### src/rtl/game_pkg.sv
// Shared types and defaults for the game/match scoring pipeline.
package game_pkg;

    localparam int DEF_GAMES_TO_WIN    = 3;
    localparam int DEF_RESTART_TIMEOUT = 8;
    localparam int DEF_MATCH_W         = 4;

    // Encoding of the per-game result coming from game_state.
    typedef logic [1:0] who_t;
    localparam who_t WHO_NONE = 2'b00;
    localparam who_t WHO_P2   = 2'b01;
    localparam who_t WHO_P1   = 2'b10;

    typedef enum logic [1:0] {
        WAIT_CLEAR = 2'd0,
        PLAY       = 2'd1,
        MATCH_DONE = 2'd2
    } match_state_t;

endpackage

### src/rtl/match_tracker_if.sv
// Bus between game_state/host (master) and match_tracker (slave).
interface match_tracker_if
    import game_pkg::*;
#(
    parameter int MATCH_W = DEF_MATCH_W
) ();

    logic               gameover;
    who_t               who;
    logic               match_ack;
    logic               game_restart;
    logic [MATCH_W-1:0] p1_games;
    logic [MATCH_W-1:0] p2_games;
    logic               match_over;
    who_t               match_winner;
    logic               err;

    modport master (
        output gameover, who, match_ack,
        input  game_restart, p1_games, p2_games, match_over, match_winner, err
    );

    modport slave (
        input  gameover, who, match_ack,
        output game_restart, p1_games, p2_games, match_over, match_winner, err
    );

endinterface

### src/rtl/restart_timer.sv
// Counts enabled cycles; flags expiry on the RESTART_TIMEOUT-th enabled
// cycle and wraps back to zero so the flag recurs every RESTART_TIMEOUT cycles.
module restart_timer #(
    parameter int RESTART_TIMEOUT = 8
) (
    input  logic clk,
    input  logic reset,
    input  logic en,
    input  logic clr,
    output logic expire
);

    localparam int CW = $clog2(RESTART_TIMEOUT);
    localparam logic [CW-1:0] LAST = CW'(RESTART_TIMEOUT - 1);

    logic [CW-1:0] count_reg;

    // Expiry is seen in the same cycle the counter sits at its last value,
    // so the owner can register its pulse on that edge.
    assign expire = en && !clr && (count_reg == LAST);

    // Counter: clear has priority, otherwise count enabled cycles and wrap.
    always_ff @(posedge clk or negedge reset) begin
        if (!reset) begin
            count_reg <= '0;
        end else if (clr) begin
            count_reg <= '0;
        end else if (en) begin
            if (count_reg == LAST) begin
                count_reg <= '0;
            end else begin
                count_reg <= count_reg + 1'b1;
            end
        end
    end

endmodule

### src/rtl/match_tracker.sv
// Best-of match scorer: tallies game results from game_state, requests game
// restarts, and holds the match result until the host acknowledges it.
module match_tracker
    import game_pkg::*;
#(
    parameter int GAMES_TO_WIN    = DEF_GAMES_TO_WIN,
    parameter int MATCH_W         = DEF_MATCH_W,
    parameter int RESTART_TIMEOUT = DEF_RESTART_TIMEOUT
) (
    input  logic            clk,
    input  logic            reset,
    match_tracker_if.slave  bus
);

    localparam logic [MATCH_W-1:0] GOAL = MATCH_W'(GAMES_TO_WIN);

    match_state_t       state_reg, state_next;
    logic [MATCH_W-1:0] p1_reg, p1_next, p1_inc;
    logic [MATCH_W-1:0] p2_reg, p2_next, p2_inc;
    logic               over_reg, over_next;
    who_t               winner_reg, winner_next;
    logic               restart_reg, restart_next;
    logic               err_reg, err_next;
    logic               timer_en, timer_expire;

    // The timer only runs while waiting for gameover to drop; any low
    // gameover or any other state clears it.
    assign timer_en = (state_reg == WAIT_CLEAR) && bus.gameover;
    assign p1_inc   = p1_reg + 1'b1;
    assign p2_inc   = p2_reg + 1'b1;

    restart_timer #(
        .RESTART_TIMEOUT (RESTART_TIMEOUT)
    ) u_restart_timer (
        .clk    (clk),
        .reset  (reset),
        .en     (timer_en),
        .clr    (!timer_en),
        .expire (timer_expire)
    );

    // State and all output registers.
    always_ff @(posedge clk or negedge reset) begin
        if (!reset) begin
            state_reg   <= WAIT_CLEAR;
            p1_reg      <= '0;
            p2_reg      <= '0;
            over_reg    <= 1'b0;
            winner_reg  <= WHO_NONE;
            restart_reg <= 1'b0;
            err_reg     <= 1'b0;
        end else begin
            state_reg   <= state_next;
            p1_reg      <= p1_next;
            p2_reg      <= p2_next;
            over_reg    <= over_next;
            winner_reg  <= winner_next;
            restart_reg <= restart_next;
            err_reg     <= err_next;
        end
    end

    // Next-state and next-output decode; restart is a pulse so it defaults low.
    always_comb begin
        state_next   = state_reg;
        p1_next      = p1_reg;
        p2_next      = p2_reg;
        over_next    = over_reg;
        winner_next  = winner_reg;
        restart_next = 1'b0;
        err_next     = err_reg;
        case (state_reg)
            WAIT_CLEAR: begin
                if (!bus.gameover) begin
                    state_next = PLAY;
                end else if (timer_expire) begin
                    restart_next = 1'b1;
                end
            end
            PLAY: begin
                if (bus.gameover) begin
                    if (bus.who == WHO_P1) begin
                        p1_next = p1_inc;
                        if (p1_inc == GOAL) begin
                            state_next  = MATCH_DONE;
                            over_next   = 1'b1;
                            winner_next = WHO_P1;
                        end else begin
                            state_next   = WAIT_CLEAR;
                            restart_next = 1'b1;
                        end
                    end else if (bus.who == WHO_P2) begin
                        p2_next = p2_inc;
                        if (p2_inc == GOAL) begin
                            state_next  = MATCH_DONE;
                            over_next   = 1'b1;
                            winner_next = WHO_P2;
                        end else begin
                            state_next   = WAIT_CLEAR;
                            restart_next = 1'b1;
                        end
                    end else begin
                        // Malformed result: flag it, skip the tally, restart anyway.
                        err_next     = 1'b1;
                        state_next   = WAIT_CLEAR;
                        restart_next = 1'b1;
                    end
                end
            end
            MATCH_DONE: begin
                if (bus.match_ack) begin
                    p1_next      = '0;
                    p2_next      = '0;
                    over_next    = 1'b0;
                    winner_next  = WHO_NONE;
                    restart_next = 1'b1;
                    state_next   = WAIT_CLEAR;
                end
            end
            default: begin
                state_next = WAIT_CLEAR;
            end
        endcase
    end

    assign bus.game_restart = restart_reg;
    assign bus.p1_games     = p1_reg;
    assign bus.p2_games     = p2_reg;
    assign bus.match_over   = over_reg;
    assign bus.match_winner = winner_reg;
    assign bus.err          = err_reg;

endmodule

### src/flat_wrapper.sv
// flat-port wrapper written by rule: the top's interface ports become plain ports
module match_tracker_flat import game_pkg::*;
#(
    parameter int GAMES_TO_WIN    = DEF_GAMES_TO_WIN,
    parameter int MATCH_W         = DEF_MATCH_W,
    parameter int RESTART_TIMEOUT = DEF_RESTART_TIMEOUT
)
  (clk, reset, bus_gameover, bus_who, bus_match_ack, bus_game_restart, bus_p1_games, bus_p2_games, bus_match_over, bus_match_winner, bus_err);
  match_tracker_if #(.MATCH_W(MATCH_W)) bus_i ();
  input  logic clk;
  input  logic reset;
  input wire logic [$bits(bus_i.gameover)-1:0] bus_gameover;
  input wire logic [$bits(bus_i.who)-1:0] bus_who;
  input wire logic [$bits(bus_i.match_ack)-1:0] bus_match_ack;
  output wire logic [$bits(bus_i.game_restart)-1:0] bus_game_restart;
  output wire logic [$bits(bus_i.p1_games)-1:0] bus_p1_games;
  output wire logic [$bits(bus_i.p2_games)-1:0] bus_p2_games;
  output wire logic [$bits(bus_i.match_over)-1:0] bus_match_over;
  output wire logic [$bits(bus_i.match_winner)-1:0] bus_match_winner;
  output wire logic [$bits(bus_i.err)-1:0] bus_err;
  assign bus_i.gameover = bus_gameover;
  assign bus_i.who = bus_who;
  assign bus_i.match_ack = bus_match_ack;
  assign bus_game_restart = bus_i.game_restart;
  assign bus_p1_games = bus_i.p1_games;
  assign bus_p2_games = bus_i.p2_games;
  assign bus_match_over = bus_i.match_over;
  assign bus_match_winner = bus_i.match_winner;
  assign bus_err = bus_i.err;
  match_tracker #(.GAMES_TO_WIN(GAMES_TO_WIN), .MATCH_W(MATCH_W), .RESTART_TIMEOUT(RESTART_TIMEOUT)) u_core (.clk(clk), .reset(reset), .bus(bus_i));
endmodule
### config.mk
export PLATFORM = sky130hd
export DESIGN_NAME = match_tracker_flat
export DESIGN_NICKNAME = d
export VERILOG_FILES = /design/src/rtl/game_pkg.sv /design/src/rtl/match_tracker_if.sv /design/src/rtl/restart_timer.sv /design/src/rtl/match_tracker.sv /design/src/flat_wrapper.sv
export SDC_FILE = /design/constraint.sdc
export NUM_CORES = 1
export LEC_CHECK = 0
export CORE_MARGIN = 2
export CORE_UTILIZATION = 45
export DETAILED_ROUTE_END_ITERATION = 8
export HOLD_SLACK_MARGIN = 0.03
export PLACE_DENSITY = 0.65
export RECOVER_POWER = 100
export SKIP_CTS_REPAIR_TIMING = 1
export SLEW_MARGIN = 20
export SYNTH_ARGS = -nofsm -noshare
export SYNTH_HDL_FRONTEND = slang
export SYNTH_SLANG_ARGS = --single-unit
### constraint.sdc
create_clock -name clk -period 2 [get_ports clk]
set_input_delay 0.3 -clock clk [delete_from_list [all_inputs] [get_ports clk]]
set_output_delay 0.3 -clock clk [all_outputs]
set_load 0.005 [all_outputs]
==> impl_metrics.json <==
{
  "drtIter0Drc": 20,
  "io_pins": 19,
  "required_ps": 2200,
  "crit_path_end": "u_core.bus.match_winner[1]",
  "r2r_cells": 5,
  "synth_top_area_frac": 0.383,
  "core_region_area_um2": 2480,
  "finalSetupViolCount": 0,
  "top_layer": "met4",
  "ant_nets": 0,
  "numPortBuffers": 18,
  "ys_seq_elements": 18,
  "leakagePower_nw": 0.733,
  "cp_slowest_stage_delay_ps": 480,
  "skew_ps": 1.82,
  "timing.final.crit_share": 0.959,
  "cp_slowest_cell": "dfrtp_1",
  "r2r_end": "u_core.bus.match_winner[1]",
  "drive_above_1_share": 0.184,
  "finalHoldViolations": 0,
  "syn_area_per_cell_um2": 9.89,
  "critical_path_class": "register to register",
  "cp.arrival_ps": 2110,
  "synth_cell_types": 37,
  "wl_met2_um": 1240,
  "syn_nets": 138,
  "reg2reg_from": "u_core.bus.p2_games[1]",
  "n_antenna_cell": 0,
  "wl_met1_um": 1260,
  "fin_tns_setup_ps": 0,
  "grt_overflow_total": 0,
  "dpl.hpwl_um": 1990,
  "cts_made_buffers": 3,
  "powerDensity_nw_per_um2": 1200,
  "drc": 0,
  "tightest_slew_ps": 976,
  "drv_cap": 0,
  "grt_max_degree": 19,
  "worst-r2r-setup-slack_ps": 80,
  "root_buffer": "clkbuf_4",
  "critPathLaunch": "u_core.bus.p2_games[1]",
  "numClockSinks": 18,
  "die_h_um": 55.2,
  "antenna_found_initial": 0,
  "hp-start": "bus_who[1]",
  "first_pass_iters": 4,
  "dieArea_um2": 3040,
  "synth-edff-count": 0,
  "ir_drop_v": 0.000909,
  "grt_pass1_wl_um": 3930,
  "status": "finished clean",
  "die_x_um": 55.2,
  "async_reset_ff_frac": 1.00,
  "grt_usage": 0.186,
  "ys_seq_area_frac": 0.383,
  "cts_tree": "yes",
  "synthTopCellsByArea": "dfrtp_1 38%, ha_1 14%, inv_1 3.2%",
  "dr_total_vias": 1016,
  "synth_flop_cell": "dfrtp_1",
  "crit_chain": "ha_1 > and3b_1 > a22o_1 > or3_4 > a221o_1",
  "timing.fmax_ghz": 0.521,
  "wl_met3_um": 110,
  "syn_inst": 119,
  "htree_levels": 1,
  "rsz0062_at_grt": "false",
  "setup_slack_ps": 81.7,
  "fp-row-count": 18,
  "end_kind": "register",
  "fin_crit_ps": 1920,
  "hold_class": "input port to register",
  "final_cell_mix": "17 x dfrtp_1, 11 x ha_1, 11 x dlygate4sd3_1",
  "clk_pin_slew_worst_paths_ps": 110,
  "pre_cts_ws_ps": -282,
  "grt_pass1_vias": 863,
  "routedWlPerCell_um": 14.5,
  "slew_violations": 0,
  "routed_wl_um": 2630,
  "syn_area_um2": 1180,
  "viasPerCell": 5.58,
  "clk_latency_ps": 300,
  "slew_headroom": 0.350,
  "fin_nets": 172,
  "clk_path_buf_depth": 2,
  "yosysTopAreaCell": "dfrtp_1",
  "yosysWarnings": 0,
  "synthToLayoutAreaGrowth_pct": 28.8,
  "start_kind": "register",
  "final_common_cell": "dfrtp_1",
  "start_util": 0.475,
  "critPathMaxFanout": 7,
  "gp_congestion": 0.845
}
worst min-delay path by stage:
stage | to | slack, ps | cells after the start
floorplan | u_core.bus.err | 4 | 0
global placement | u_core.u_restart_timer.count_reg[0] | 430 | 1
detailed placement | u_core.u_restart_timer.count_reg[0] | 450 | 1
CTS | u_core.bus.p2_games[3] | 320 | 2
global route | u_core.bus.err | 470 | 3
finish | u_core.bus.err | 440 | 3
worst max-delay path: cells and delay by family (launching register included):
kind            cells  cell delay (ps)
fa+ha+maj           1              220
flops               1              480
compound gates      2              550
simple gates        2              570
per-layer routing:
metal	global-route usage	up-vias
met5	0	-
met1	0.254	482
met4	0.0244	0
li1	-	509
met2	0.298	23
met3	0.0565	2
cells in the mapped netlist, drive strengths merged (4+ instances only):
master  count
nor3        6
nand3       4
dfrtp      18
nand2b      4
inv        10
a21oi       5
ha         13
nand2       7
o31ai       4
area by class of cell:
class	count	area [µm²]
Timing Repair Buffer	32	273
Tap cell	30	37.5
Multi-Input combinational cell	88	681
Sequential cell	18	452
Fill cell	239	961
Clock buffer	4	36.3
Inverter	10	37.5
report_power, final:
part	switching (mW)	total (mW)	internal [mW]
sequential	0.141	0.626	0.485
combinational	0.449	0.967	0.519
clock	0.119	0.231	0.111
total	0.709	1.82	1.11
cells by family after synthesis:
group           share of synthesized area
compound gates                      0.171
fa+ha+maj                           0.138
buf+inv                            0.0478
flops                               0.383
mux                                0.0446
simple gates                        0.216
stage by stage:
stage	util	hold slack, ps	instances	total power, mW	area [µm²]
6_report	0.612	444	182	1.82	1520
5_1_grt	0.612	471	182	1.98	1520
4_1_cts	0.610	319	181	1.86	1510
3_5_place_dp	0.595	446	177	1.63	1470
3_3_place_gp	0.595	434	177	1.59	1470
2_1_floorplan	-	4.41	119	1.16	1180
(Power assumes the default switching activity.)
==> RTL edit (config.mk and constraints unchanged) <==
Make the reset (`reset`) synchronous in 2 clocked blocks.
--- a/src/rtl/restart_timer.sv
+++ b/src/rtl/restart_timer.sv
@@ -21,5 +21,5 @@
 
     // Counter: clear has priority, otherwise count enabled cycles and wrap.
-    always_ff @(posedge clk or negedge reset) begin
+    always_ff @(posedge clk) begin
         if (!reset) begin
             count_reg <= '0;
--- a/src/rtl/match_tracker.sv
+++ b/src/rtl/match_tracker.sv
@@ -41,5 +41,5 @@
 
     // State and all output registers.
-    always_ff @(posedge clk or negedge reset) begin
+    always_ff @(posedge clk) begin
         if (!reset) begin
             state_reg   <= WAIT_CLEAR;
Formal check against the unedited RTL: differs if reset is asserted again (counterexample within 4 cycles, from zero or initial values and one cycle with reset low); with reset held inactive, the same outputs for 10 cycles.
==> RTL edit against the original RTL <==
Core utilization shrank 4.4 points; synthesized cell count up 4.2%; cell area shrank 9.7%; non-clock buffer count shrank 9; die area is 4.6% lower; fmax rose by 5.7%; synthesized area decreased by 5.0%; sequential cell count unchanged; worst setup slack better by 100 ps; routed wire length fell by 19%; largest cell class unchanged.
Power is not compared: it rests on default switching activity, and its combinational part moved more than twofold at a synthesized area within 25%.
==> RTL edit: results <==
{
  "synth_commonest_cells": "18 x dfxtp_1, 13 x ha_1, 9 x nor2b_1, 8 x inv_1, 8 x nor2_1",
  "rrSetupSlack_ps": 260,
  "r2r_cells": 7,
  "crit_slowest_cell": "clkdlybuf4s50_1",
  "dp_hpwl_mm": 1.60,
  "crit_start": "bus_who[0]",
  "hold_path_class": "flop to flop",
  "wl_met1_mm": 1.10,
  "outcome": "finished, final reports clean",
  "drt_iter0_drc": 19,
  "met2_length_um": 908,
  "vias_per_cell": 5.14,
  "synthMuxAreaShare": 0.0268,
  "rr_endpoint": "u_core.bus.match_winner[0]",
  "finClkSkew_ps": 2.35,
  "hold_end": "u_core.u_restart_timer.count_reg[0]",
  "holdCritStartpoint": "u_core.u_restart_timer.count_reg[0]",
  "crit_fanout": 5,
  "syn_inst": 124,
  "synthXorXnorAreaFrac": 0.0302,
  "synth_cell_types": 36,
  "final_cells": 177,
  "gp_congestion": 0.782,
  "grt_pass1_vias": 839,
  "grt_usage": 0.168,
  "drt-total-wl_mm": 2.13,
  "numCtsBuffers": 3,
  "gr-usage-met1": 0.219,
  "arrival_ps": 2060,
  "path_class": "primary input to flop",
  "routed.top_layer": "met4",
  "synthAdderAreaFrac": 0.145,
  "placed_cells": 174,
  "drt_pass1_iterations": 4,
  "min_path_cells": 1,
  "grt_use_met3": 0.0333,
  "htree_levels": 1,
  "grtUsageMet2": 0.270,
  "grt_pass1_wl_mm": 3.50,
  "ys_seq_area_frac": 0.322,
  "async_flop_share": 0,
  "fill_cells": 223,
  "yosys-top-cells-area": "dfxtp_1 32%, ha_1 15%, nor2b_1 5.0%",
  "dr_wl_met3_um": 92,
  "clockBufferDepth": 2,
  "synth_flop_cell": "dfxtp_1",
  "drive_gt1_frac": 0.102,
  "syn_nets": 143,
  "r2r_start": "u_core.state_reg[0]",
  "synth_compound_area_frac": 0.178,
  "slew_headroom": 0.774
}
[RTL edit: final cells by class]
class | instances | area, µm² | area share
Multi-Input combinational cell | 95 | 701 | 0.512
Sequential cell | 18 | 360 | 0.263
Timing Repair Buffer | 23 | 218 | 0.159
Tap cell | 30 | 37.5 | 0.0274
Inverter | 8 | 30.0 | 0.0219
Clock buffer | 3 | 22.5 | 0.0165
[RTL edit: per-stage QoR]
step                setup slack [ps]  hold slack, ps   util  instance area (µm²)
detailed placement              -120             435  0.565                 1360
floorplan                        406             398      -                 1120
global placement               -19.3             411  0.565                 1360
CTS                              191             455  0.575                 1390
global route                    96.3             476  0.568                 1370
finish                           185             443  0.568                 1370
[RTL edit: where the power goes]
part	switching, W	internal [W]	leakage [nW]
clock	0.000112	0.0000701	0.0138
sequential	0.0000157	0.000377	0.146
combinational	0.0000791	0.0000802	0.440
total	0.000207	0.000527	0.601
